==> src/rtl/fetch_redirect_unit_pkg.sv <==
// rtl/fetch_redirect_unit_pkg.sv - shared constants and state encoding for the fetch stage
package fetch_redirect_unit_pkg;

    localparam int          DBITS_DEF    = 32;
    localparam logic [31:0] START_PC_DEF = 32'h0000_0040;
    localparam logic [31:0] NOP_INST_DEF = 32'h0000_0000;

    // Primary opcode field values of the 3220 ISA
    localparam logic [3:0] OP_ALUR = 4'b1100;
    localparam logic [3:0] OP_ALUI = 4'b0100;
    localparam logic [3:0] OP_LW   = 4'b0111;
    localparam logic [3:0] OP_SW   = 4'b0011;
    localparam logic [3:0] OP_CMPR = 4'b1101;
    localparam logic [3:0] OP_CMPI = 4'b0101;
    localparam logic [3:0] OP_BCOND = 4'b0010;
    localparam logic [3:0] OP_JAL  = 4'b0110;

    typedef enum logic [1:0] {
        ST_BOOT   = 2'd0,
        ST_RUN    = 2'd1,
        ST_BUBBLE = 2'd2
    } fetch_state_e;

endpackage

==> src/rtl/pc_reg_ifdec.sv <==
// rtl/pc_reg_ifdec.sv - IF/DEC pipeline register with hold and flush controls
module pc_reg_ifdec
    import fetch_redirect_unit_pkg::*;
#(
    parameter int               DBITS    = DBITS_DEF,
    parameter logic [DBITS-1:0] NOP_INST = DBITS'(NOP_INST_DEF)
) (
    input  logic             clk,
    input  logic             reset,
    input  logic             hold_i,
    input  logic             flush_i,
    input  logic [DBITS-1:0] inst_i,
    input  logic [DBITS-1:0] pc_i,
    output logic [DBITS-1:0] inst_o,
    output logic [DBITS-1:0] pc_o,
    output logic [DBITS-1:0] pcplus_o,
    output logic             valid_o
);

    logic [DBITS-1:0] inst_q;
    logic [DBITS-1:0] pc_q;
    logic [DBITS-1:0] pcplus_q;
    logic             valid_q;

    // Flush only kills the instruction; the PC fields keep their old values
    always_ff @(posedge clk) begin
        if (reset) begin
            inst_q   <= NOP_INST;
            pc_q     <= '0;
            pcplus_q <= '0;
            valid_q  <= 1'b0;
        end else if (flush_i) begin
            inst_q  <= NOP_INST;
            valid_q <= 1'b0;
        end else if (!hold_i) begin
            inst_q   <= inst_i;
            pc_q     <= pc_i;
            pcplus_q <= pc_i + DBITS'(4);
            valid_q  <= 1'b1;
        end
    end

    assign inst_o   = inst_q;
    assign pc_o     = pc_q;
    assign pcplus_o = pcplus_q;
    assign valid_o  = valid_q;

endmodule

==> src/rtl/fetch_redirect_unit.sv <==
// rtl/fetch_redirect_unit.sv - PC register, redirect/bubble FSM and IF/DEC handoff
module fetch_redirect_unit
    import fetch_redirect_unit_pkg::*;
#(
    parameter int               DBITS    = DBITS_DEF,
    parameter logic [DBITS-1:0] START_PC = DBITS'(START_PC_DEF),
    parameter logic [DBITS-1:0] NOP_INST = DBITS'(NOP_INST_DEF),
    parameter int               BUBBLES  = 1,
    parameter int               CNTBITS  = 16
) (
    input  logic               clk,
    input  logic               reset,
    output logic [DBITS-1:0]   imem_addr,
    input  logic [DBITS-1:0]   imem_data,
    input  logic               IF_stall,
    input  logic               redirect,
    input  logic [DBITS-1:0]   redirect_pc,
    output logic [DBITS-1:0]   DEC_inst,
    output logic [DBITS-1:0]   DEC_pc,
    output logic [DBITS-1:0]   DEC_pcplus,
    output logic               DEC_valid,
    output logic [CNTBITS-1:0] redirect_count,
    output logic               misalign_err
);

    localparam logic [2:0] BUB_INIT = 3'(BUBBLES - 1);

    fetch_state_e       state_q, state_d;
    logic [DBITS-1:0]   pc_q, pc_d;
    logic [2:0]         bub_q, bub_d;
    logic [CNTBITS-1:0] cnt_q, cnt_d;
    logic               mis_q, mis_d;
    logic               ifdec_hold;
    logic               ifdec_flush;

    always_ff @(posedge clk) begin
        if (reset) begin
            state_q <= ST_BOOT;
            pc_q    <= START_PC;
            bub_q   <= '0;
            cnt_q   <= '0;
            mis_q   <= 1'b0;
        end else begin
            state_q <= state_d;
            pc_q    <= pc_d;
            bub_q   <= bub_d;
            cnt_q   <= cnt_d;
            mis_q   <= mis_d;
        end
    end

    always_comb begin
        state_d     = state_q;
        pc_d        = pc_q;
        bub_d       = bub_q;
        cnt_d       = cnt_q;
        mis_d       = mis_q;
        ifdec_hold  = 1'b1;
        ifdec_flush = 1'b0;
        if (redirect) begin
            pc_d        = {redirect_pc[DBITS-1:2], 2'b00};
            ifdec_flush = 1'b1;
            bub_d       = BUB_INIT;
            state_d     = (BUBBLES == 1) ? ST_RUN : ST_BUBBLE;
            if (cnt_q != '1) begin
                cnt_d = cnt_q + CNTBITS'(1);
            end
            if (redirect_pc[1:0] != 2'b00) begin
                mis_d = 1'b1;
            end
        end else begin
            unique case (state_q)
                ST_BOOT, ST_RUN: begin
                    state_d = ST_RUN;
                    if (!IF_stall) begin
                        ifdec_hold = 1'b0;
                        pc_d       = pc_q + DBITS'(4);
                    end
                end
                // Leaving on the last count makes the target fetch land BUBBLES+1 cycles after redirect
                ST_BUBBLE: begin
                    bub_d = (bub_q == 3'd0) ? 3'd0 : bub_q - 3'd1;
                    if (bub_q <= 3'd1) begin
                        state_d = ST_RUN;
                    end
                end
                default: state_d = ST_BOOT;
            endcase
        end
    end

    pc_reg_ifdec #(
        .DBITS    (DBITS),
        .NOP_INST (NOP_INST)
    ) u_ifdec (
        .clk      (clk),
        .reset    (reset),
        .hold_i   (ifdec_hold),
        .flush_i  (ifdec_flush),
        .inst_i   (imem_data),
        .pc_i     (pc_q),
        .inst_o   (DEC_inst),
        .pc_o     (DEC_pc),
        .pcplus_o (DEC_pcplus),
        .valid_o  (DEC_valid)
    );

    assign imem_addr      = pc_q;
    assign redirect_count = cnt_q;
    assign misalign_err   = mis_q;

endmodule

==> config.mk <==
export PLATFORM = sky130hd
export DESIGN_NAME = fetch_redirect_unit
export DESIGN_NICKNAME = d
export VERILOG_FILES = /design/src/rtl/fetch_redirect_unit_pkg.sv /design/src/rtl/pc_reg_ifdec.sv /design/src/rtl/fetch_redirect_unit.sv
export SDC_FILE = /design/constraint.sdc
export NUM_CORES = 1
export LEC_CHECK = 0
export ABC_AREA = 1
export BUFFER_PORTS_ARGS = -buffer_cell sky130_fd_sc_hd__buf_4
export CAP_MARGIN = 20
export CORE_MARGIN = 1.5
export CORE_UTILIZATION = 54
export DETAILED_ROUTE_END_ITERATION = 8
export PLACE_DENSITY_LB_ADDON = 0.15
export SETUP_SLACK_MARGIN = 0.1
export SYNTH_ARGS = -nofsm -noshare
export SYNTH_HDL_FRONTEND = slang
export SYNTH_SLANG_ARGS = --single-unit
==> constraint.sdc <==
create_clock -name clk -period 4.24 [get_ports clk]
set_clock_uncertainty 0.05 [all_clocks]
set_input_delay 0.848 -clock clk [delete_from_list [all_inputs] [get_ports clk]]
set_output_delay 0.848 -clock clk [all_outputs]
set_load 0.01 [all_outputs]
==> qor.yml <==
clock_network:
  clock_latency_ns: 0.43
  ctsResizeCount: 0
  cts.sinks: 140
  cts_tree: "built"
  root_buffer: "clkbuf_16"
  hold_buffers: 0
  postCtsSetupBuffers: 0
  clkSlewWorstSetupHoldPaths_ns: 0.06
  htree_levels: 4
  clockBufferDepth: 2
  cts_buffers: 17
drt:
  wl_per_cell_um: 14.7
  dr.first_iter.drc_count: 626
  drt-pass1-iter-count: 5
  drtAntennaViolNets: 0
  vias_per_cell: 5.25
  routed_wl_um: 18000
  vias: 6442
  drc: 0
placement:
  gp_congestion: 0.914
  place.port_buffers: 207
  dp_cells: 1195
  hpwl_um: 12200
setup_path:
  crit_family: "buffers and inverters"
  startpoint: "redirect"
  crit_chain: "buf_4 -> nor2_8 -> buf_4 -> nand2_1 -> a21oi_1"
  arrival_ns: 2.56
  critPathLaunchType: "input port"
  crit_required_ns: 4.53
  worst-path-stages: 5
  cp_slowest_cell: "buf_4"
  crit_top_cell: "buf_4"
  critPathBufInv: 2
  timing.rr.start: "redirect_count[0]"
  rr_worst_depth: 8
  critPathMaxStageDelay_ns: 0.76
  worstSetupPathType: "input port to flop"
  worst_setup_path_end_kind: "flop"
  cp_max_fo: 108
grt:
  grt_usage_pct: 30.3
  first_global_vias: 5755
  antenna_found_initial: 0
  grt_remaining_overflow: 0
  grt_pass1_wl_um: 28200
  grt_max_degree: 109
sta:
  setup_viol: 0
  rsz0062_at_grt: "no"
  tightest_slew_ns: 1.07
  relSlewSlack_pct: 28.9
  maxSlewViolCount: 0
  max_freq_ghz: 0.441
  fin_crit_sh_pct: 53.5
  post-route-min-period_ns: 2.27
  finalSetupTns_ns: 0
  final_hold_viol_count: 0
final_layout:
  fill_cells: 896
  drive_gt1_share_pct: 25.4
  diodes: 0
  syn2layout_area_growth_pct: 34.8
  final_cells: 1228
  nNetsFinal: 1145
hold_path:
  hp-start: "misalign_err"
  min_path_type: "flop to flop"
  hold_path_depth: 2
floorplan:
  ios: 214
  num_rows: 38
  start_util_pct: 56.3
  die_area_um2: 12200
  chipWidth_um: 110
  core_um2: 11000
  die_h_um: 110
logic_synthesis:
  synth-async-reset-ratio_pct: 0
  syn_inst: 886
  mappedNetlistArea_um2: 6210
  synth_top_cell_by_area: "dfxtp_1"
  synth_edf_count: 0
  syn_area_per_cell_um2: 7.01
  ys_warn_count: 0
  yosysUniqueCellTypes: 33
  ys_seq_area_share_pct: 45.1
  synth_common_cells: "nand2_1, dfxtp_1, a21oi_1"
  ys_ff_latch: 140
  yosysTopAreaCellShare_pct: 45.1
  ys.flop_type: "dfxtp_1"
  synth.area.top_cells: "dfxtp_1, nand2_1, a21oi_1, nor2_1, inv_1"
  yosysMostFrequentCell: "nand2_1"
flow_run:
  maxCapViolCount: 0
outcome:
  status: "finished clean"
pwr:
  ir_drop_mv: 0.318
  p_per_area_nw_per_um2: 384
  cellLeakagePower_nw: 3.63
-- power breakdown --
group          switching, mW  total [mW]  internal, mW  leakage (nW)
logic                  0.186       0.340         0.154          2.20
clock network          0.568        1.46         0.889         0.281
registers             0.0505        1.42          1.37          1.14
total                  0.804        3.22          2.41          3.63
-- metal layers --
layer  global-route usage (%)  share of wire [%]  up-vias
met5                        0                  0        -
met4                     11.3                2.4        0
met3                     8.94                8.8       31
met2                     46.4                 46      286
met1                     40.4                 43     2930
li1                         -                  -     3195
-- cell type report --
class                           count  area [µm²]  area share (%)
Inverter                           68         255            3.05
Clock buffer                       20         457            5.45
Clock inverter                     12         121            1.45
Multi-Input combinational cell    635        2940            35.1
Tap cell                          140         175            2.09
Timing Repair Buffer              213        1620            19.3
Sequential cell                   140        2800            33.5
-- cells by family (layout without fill, tap and decap cells) --
family,count (synthesis),after routing,synth area share [%]
simple gates,428,428,29.1
xor+xnor,19,19,2.68
fa+ha+maj,2,2,0.403
compound gates,180,180,14.9
other cells,1,6,0.0604
buf+inv,116,313,7.80
flops,140,140,45.1
-- cell usage in the layout (no fill, tap or decap), types with 13 or more instances in the layout --
cell type | synthesis | final
a21oi_1 | 114 | 114
buf_4 | 7 | 212
clkbuf_16 | 0 | 17
dfxtp_1 | 140 | 140
inv_1 | 63 | 63
nand2_1 | 261 | 261
nand3_1 | 33 | 33
nor2_1 | 94 | 94
o21ai_0 | 45 | 45
xor2_1 | 13 | 13
-- state kept, by name, indices dropped and copies added, names as in the netlist --
signal	flops
u_ifdec.inst_o	32
u_ifdec.pcplus_o	30
u_ifdec.pc_o	30
imem_addr	30
u_ifdec.valid_o	1
misalign_err	1
redirect_count	16
-- worst register-to-register path, stage by stage, from the launching register on --
cell and delay [ns]:
dfxtp_1 0.36, ha_1 0.28, nand3_2 0.12, inv_2 0.05, nand2_2 0.09, nor2_1 0.06, nor2_2 0.49, o21ai_0 0.20
a21oi_1 0.15
-- stage by stage --
stage	hold slack, ns	total power, mW	setup slack [ns]	util [%]	instance area, µm²
finish	0.402	3.22	1.97	75.9	8370
global route	0.429	3.33	1.85	75.9	8370
CTS	0.403	3.23	2.06	75.7	8350
detailed placement	0.392	1.78	1.64	70.4	7770
global placement	0.388	1.77	1.69	70.4	7770
floorplan	0.424	1.61	2.37	-	6230
-- path summary, 6_finish.rpt --
path,end,slack [ns]
setup / recovery,imem_addr[24],1.97
hold / removal,misalign_err,0.40
setup reg to reg,redirect_count[9],2.33
hold reg to reg,misalign_err,0.40
(Power assumes the default switching activity.)
